===== config.mk =====
export PLATFORM = sky130hd
export DESIGN_NAME = game_sequencer
export DESIGN_NICKNAME = d
export VERILOG_FILES = /design/src/rtl/game_pkg.sv /design/src/rtl/up_counter.sv /design/src/rtl/game_sequencer.sv
export SDC_FILE = /design/constraint.sdc
export NUM_CORES = 1
export LEC_CHECK = 0
export ABC_CLOCK_PERIOD_IN_PS = 1700
export CAP_MARGIN = 20
export CORE_UTILIZATION = 50
export DETAILED_ROUTE_END_ITERATION = 7
export PLACE_DENSITY = 0.88
export SYNTH_ARGS = -nofsm -noshare
export SYNTH_HDL_FRONTEND = slang
export SYNTH_SLANG_ARGS = --single-unit

===== constraint.sdc =====
create_clock -name CLOCK_50 -period 1.7 [get_ports CLOCK_50]
set_input_delay 0.255 -clock CLOCK_50 [delete_from_list [all_inputs] [get_ports CLOCK_50]]
set_output_delay 0.255 -clock CLOCK_50 [all_outputs]
set_load 0.01 [all_outputs]

===== src/rtl/game_pkg.sv =====
// Shared types and constants for the shape-guessing game.
package game_pkg;

  localparam int unsigned NUM_SLOTS  = 4;
  localparam int unsigned SHAPE_W    = 3;
  localparam int unsigned ZNARLY_W   = 3;
  localparam logic [ZNARLY_W-1:0] ZNARLY_WIN = 3'd4;

  // Encoding doubles as the debug/HEX state code.
  typedef enum logic [2:0] {
    S_IDLE  = 3'd0,
    S_CLEAR = 3'd1,
    S_LOAD  = 3'd2,
    S_PLAY  = 3'd3,
    S_GRADE = 3'd4,
    S_WIN   = 3'd5,
    S_LOSE  = 3'd6
  } seq_state_t;

endpackage


===== src/rtl/up_counter.sv =====
// Up counter with synchronous active-low reset, synchronous clear and enable.
module up_counter #(
  parameter int unsigned W = 4
) (
  input  logic         clk,
  input  logic         rst_n,
  input  logic         clr,
  input  logic         en,
  output logic [W-1:0] q
);

  always_ff @(posedge clk) begin
    if (!rst_n)   q <= '0;
    else if (clr) q <= '0;
    else if (en)  q <= q + W'(1);
  end

endmodule


===== src/rtl/game_sequencer.sv =====
// Round controller: clears/gates the master loader, sequences guesses
// through the grader with timeout retry, and decides win or loss.
module game_sequencer
  import game_pkg::*;
#(
  parameter int unsigned MAX_ROUNDS    = 8,
  parameter int unsigned ROUND_W       = 4,
  parameter int unsigned GRADE_TIMEOUT = 255
) (
  input  logic               CLOCK_50,
  input  logic               reset_N,
  input  logic               startGame,
  input  logic               masterLoaded,
  input  logic               guessSubmit,
  input  logic               gradeDone,
  input  logic [2:0]         znarly,
  output logic               gamePlaying,
  output logic               resetMaster,
  output logic               gradeStart,
  output logic [ROUND_W-1:0] roundNum,
  output logic               gameWon,
  output logic               gameLost,
  output logic               gradeErr,
  output logic [2:0]         stateOut
);

  localparam int unsigned TMO_W = $clog2(GRADE_TIMEOUT + 1);

  seq_state_t       state, state_nx;
  logic [TMO_W-1:0] tmo_cnt;
  logic             round_clr, round_en, tmo_clr, tmo_en;
  logic             round_last, grade_win, grade_bad, tmo_hit, tmo_wrap;
  logic             playing_nx, reset_master_nx, grade_start_nx;
  logic             won_nx, lost_nx, grade_err_nx;

  assign round_last = (roundNum == ROUND_W'(MAX_ROUNDS));
  assign grade_win  = (znarly == ZNARLY_WIN);
  assign grade_bad  = (znarly > ZNARLY_WIN);
  // Retry is decided one cycle early so the registered pulse lands on the wrap cycle.
  assign tmo_hit    = (tmo_cnt == TMO_W'(GRADE_TIMEOUT - 1));
  assign tmo_wrap   = (tmo_cnt == TMO_W'(GRADE_TIMEOUT));

  assign tmo_clr  = (state != S_GRADE) || tmo_wrap;
  assign tmo_en   = (state == S_GRADE) && !gradeDone;
  assign stateOut = 3'(state);

  up_counter #(.W(ROUND_W)) u_round (
    .clk   (CLOCK_50),
    .rst_n (reset_N),
    .clr   (round_clr),
    .en    (round_en),
    .q     (roundNum)
  );

  up_counter #(.W(TMO_W)) u_timeout (
    .clk   (CLOCK_50),
    .rst_n (reset_N),
    .clr   (tmo_clr),
    .en    (tmo_en),
    .q     (tmo_cnt)
  );

  // State and registered outputs.
  always_ff @(posedge CLOCK_50) begin
    if (!reset_N) begin
      state       <= S_IDLE;
      gamePlaying <= 1'b0;
      resetMaster <= 1'b0;
      gradeStart  <= 1'b0;
      gameWon     <= 1'b0;
      gameLost    <= 1'b0;
      gradeErr    <= 1'b0;
    end else begin
      state       <= state_nx;
      gamePlaying <= playing_nx;
      resetMaster <= reset_master_nx;
      gradeStart  <= grade_start_nx;
      gameWon     <= won_nx;
      gameLost    <= lost_nx;
      gradeErr    <= grade_err_nx;
    end
  end

  // Next-state, counter control and next output values.
  always_comb begin
    state_nx        = state;
    round_clr       = 1'b0;
    round_en        = 1'b0;
    grade_start_nx  = 1'b0;
    grade_err_nx    = gradeErr;
    playing_nx      = 1'b0;
    reset_master_nx = 1'b0;
    won_nx          = 1'b0;
    lost_nx         = 1'b0;

    case (state)
      S_IDLE: if (startGame) state_nx = S_CLEAR;
      S_CLEAR: begin
        round_clr    = 1'b1;
        grade_err_nx = 1'b0;
        state_nx     = S_LOAD;
      end
      S_LOAD: if (masterLoaded) begin
        state_nx = S_PLAY;
        round_en = 1'b1;
      end
      S_PLAY: if (guessSubmit) begin
        state_nx       = S_GRADE;
        grade_start_nx = 1'b1;
      end
      S_GRADE: begin
        if (gradeDone) begin
          if (grade_bad) grade_err_nx = 1'b1;
          if (grade_win)       state_nx = S_WIN;
          else if (round_last) state_nx = S_LOSE;
          else begin
            state_nx = S_PLAY;
            round_en = 1'b1;
          end
        end else if (tmo_hit) begin
          grade_start_nx = 1'b1;
        end
      end
      S_WIN, S_LOSE: if (startGame) state_nx = S_CLEAR;
      default: state_nx = S_IDLE;
    endcase

    playing_nx      = (state_nx == S_PLAY) || (state_nx == S_GRADE);
    reset_master_nx = (state_nx == S_CLEAR);
    won_nx          = (state_nx == S_WIN);
    lost_nx         = (state_nx == S_LOSE);
  end

endmodule


==> impl_metrics.yaml <==
outcome:
  status: "finished clean"
power_and_ir_drop:
  total_power_w: 0.000985
  ir_drop_v: 0.000681
  leakagePower_nw: 0.597
  power_density_nw_per_um2: 643
sta:
  tightest_slew_ns: 0.620
  hold_viol_final: 0
  setup_viol_count_final: 0
  slew_headroom: 0.583
  drv_slew: 0
  fin_skew_ns: 0.00338
  period_minus_slack_ns: 1.63
  fin_crit_sh: 0.961
  fmax_mhz: 612
die:
  core_area_sq_um: 2020
  dieHeight_microns: 49.2
  start_util: 0.552
  fp.dieW_microns: 49.2
  die_area_sq_um: 2430
  rows: 16
  io_pins: 22
detailed_routing:
  drc: 0
  avgRoutedWirePerCell_microns: 14.3
  dr.first_iter.drc_count: 22
  firstDrtPassIters: 4
  vias: 1042
  drtAntennaViolNets: 0
  viasPerCell: 5.46
  drt_wl_total_microns: 2740
synth:
  ys.flop_type: "dfxtp_1"
  synthesis.area_sq_um: 1120
  netlist.area_leader.share: 0.377
  ys_types: 39
  async_flop_share: 0
  syn_area_per_cell_sq_um: 9.07
  synth_area_leader_cell: "dfxtp_1"
  ys_ff_latch: 21
  ys_seq_area_frac: 0.377
  synthCells: 123
  synth_nets: 136
  synth_enable_flop_cells: 0
  ys_top_cells_by_area: "dfxtp_1 (38%), nor2_1 (6.1%), xor2_1 (4.7%)"
  ys_warn_count: 0
setup_path:
  cp_cell_sequence: "buf_4 -> clkdlybuf4s50_1"
  cp.required_ns: 1.44
  slowest_delay_ns: 0.53
  cpMaxStageDelayCell: "clkdlybuf4s50_1"
  crit_type: "register to primary output"
  cp_data_arrival_time_ns: 1.38
  crit_fanout: 9
  critPathLaunchType: "register"
  end_kind: "primary output"
clock_network:
  root_buffer: "clkbuf_4"
  clk_pin_slew_ns: 0.11
  cts.sinks: 21
  cts_max_level: 1
  cts_tree: "yes"
  clk_latency_ns: 0.30
  cts_made_buffers: 3
  cts_max_path_buffers: 2
  ctsHoldBuffers: 0
cells_and_area:
  drive_gt1_frac: 0.220
  utilization: 0.757
  diodes: 0
  synthToLayoutAreaGrowth_pct: 37.2
  nets: 178
global_routing:
  overflow: 0
  grt_first_pass_wirelength_microns: 4330
  grt_max_degree: 14
  grt_pass1_vias: 964
  antenna_found_initial: 0
  grt.total_usage: 0.228
placement:
  gp_congestion: 0.820
  hpwl_microns: 1900
  port-buffer-count: 21
hold_path:
  min_path_type: "register to register"
run:
  drv_cap: 0
[cell usage in the layout (no fill, tap or decap), drive strengths merged, types with 2 or more instances in the layout]
master / instances
dfxtp: 21
o21ai: 5
inv: 4
clkbuf: 4
xor2: 6
o211ai: 2
a21o: 3
nor3b: 3
nand4: 3
clkdlybuf4s50: 21
nor2: 18
nand2b: 3
buf: 21
nand3: 6
nand4b: 2
ha: 4
and3b: 2
nand2: 8
and3: 3
xnor2: 5
and2: 2
a21oi: 3
[worst max-delay path, delay by kind of cell, from the launching register on]
| family | cells | cell delay, ns |
|---|---|---|
| buffers and inverters | 2 | 0.66 |
| flip-flops | 1 | 0.42 |
[routing by layer]
metal / track usage / part of all wire / vias up
met5: 0 / 0 / -
met4: 0.132 / 0.025 / 0
li1: - / - / 510
met1: 0.293 / 0.45 / 493
met2: 0.365 / 0.50 / 33
met3: 0.0249 / 0.034 / 6
[stage by stage]
stage	cell area, sq um	setup slack (ns)	hold WS, ns	instances	setup TNS (ns)
finish	1530	0.0663	0.531	191	0
global route	1530	-0.0351	0.564	191	-0.0351
CTS	1470	0.0310	0.501	186	0
detailed placement	1440	-0.277	0.474	182	-2.25
global placement	1440	-0.198	0.463	182	-1.34
floorplan	1120	0.164	0.377	123	0
[timing repair]
action	CTS	global route
gates resized for setup	3	5
setup endpoints to repair	2	5
pin swaps	0	3
setup buffers	0	5
[cell type report]
cell class	count	area [sq um]
flip-flops and latches	21	427
clock buffers	4	26.3
well taps	27	33.8
multi-input cells	93	662
fillers	126	490
inverters	4	15.0
repair buffers	42	368
[where the power goes]
group	switching (W)	internal (W)
Combinational	0.000104	0.000124
Sequential	0.0000140	0.000508
Clock	0.000144	0.0000915
[registers in the layout, indices dropped and copies added (netlist names)]
signal       count
gameLost         1
gamePlaying      1
gameWon          1
gradeErr         1
gradeStart       1
resetMaster      1
stateOut         3
u_round.q        4
u_timeout.q      8
[synthesized netlist by cell type (2+ instances only)]
cell      instances
dfxtp_1          21
nand2_1           8
and3b_1           2
buf_4             2
nand4_1           3
nor3b_2           2
inv_1             4
nand3_1           6
xor2_1            6
a21o_1            3
and3_1            3
nand2b_1          3
nand4b_1          2
and2_1            2
ha_1              4
a21oi_1           3
o21ai_0           5
xnor2_1           5
buf_6             2
nor2_1           18
[cells by family after synthesis]
logic type / share of synthesized area
compound gates: 0.126
simple gates: 0.306
xor+xnor: 0.0863
mux: 0.00897
buf+inv: 0.0516
fa+ha+maj: 0.0448
flops: 0.377
[worst paths after layout]
kind	from	slack (ns)	cells past startpoint	to
worst max-delay path	stateOut[1]$_SDFF_PN0_	0.07	2	stateOut[1]
worst min-delay path	u_timeout.q[7]$_SDFFE_PP0P_	0.53	2	gradeStart$_SDFF_PN0_
worst max register to register	u_round.q[1]$_SDFFE_PP0P_	0.09	8	gamePlaying$_SDFF_PN0_
worst min register to register	u_timeout.q[7]$_SDFFE_PP0P_	0.53	2	gradeStart$_SDFF_PN0_
Power figures use the tool's default switching activity.
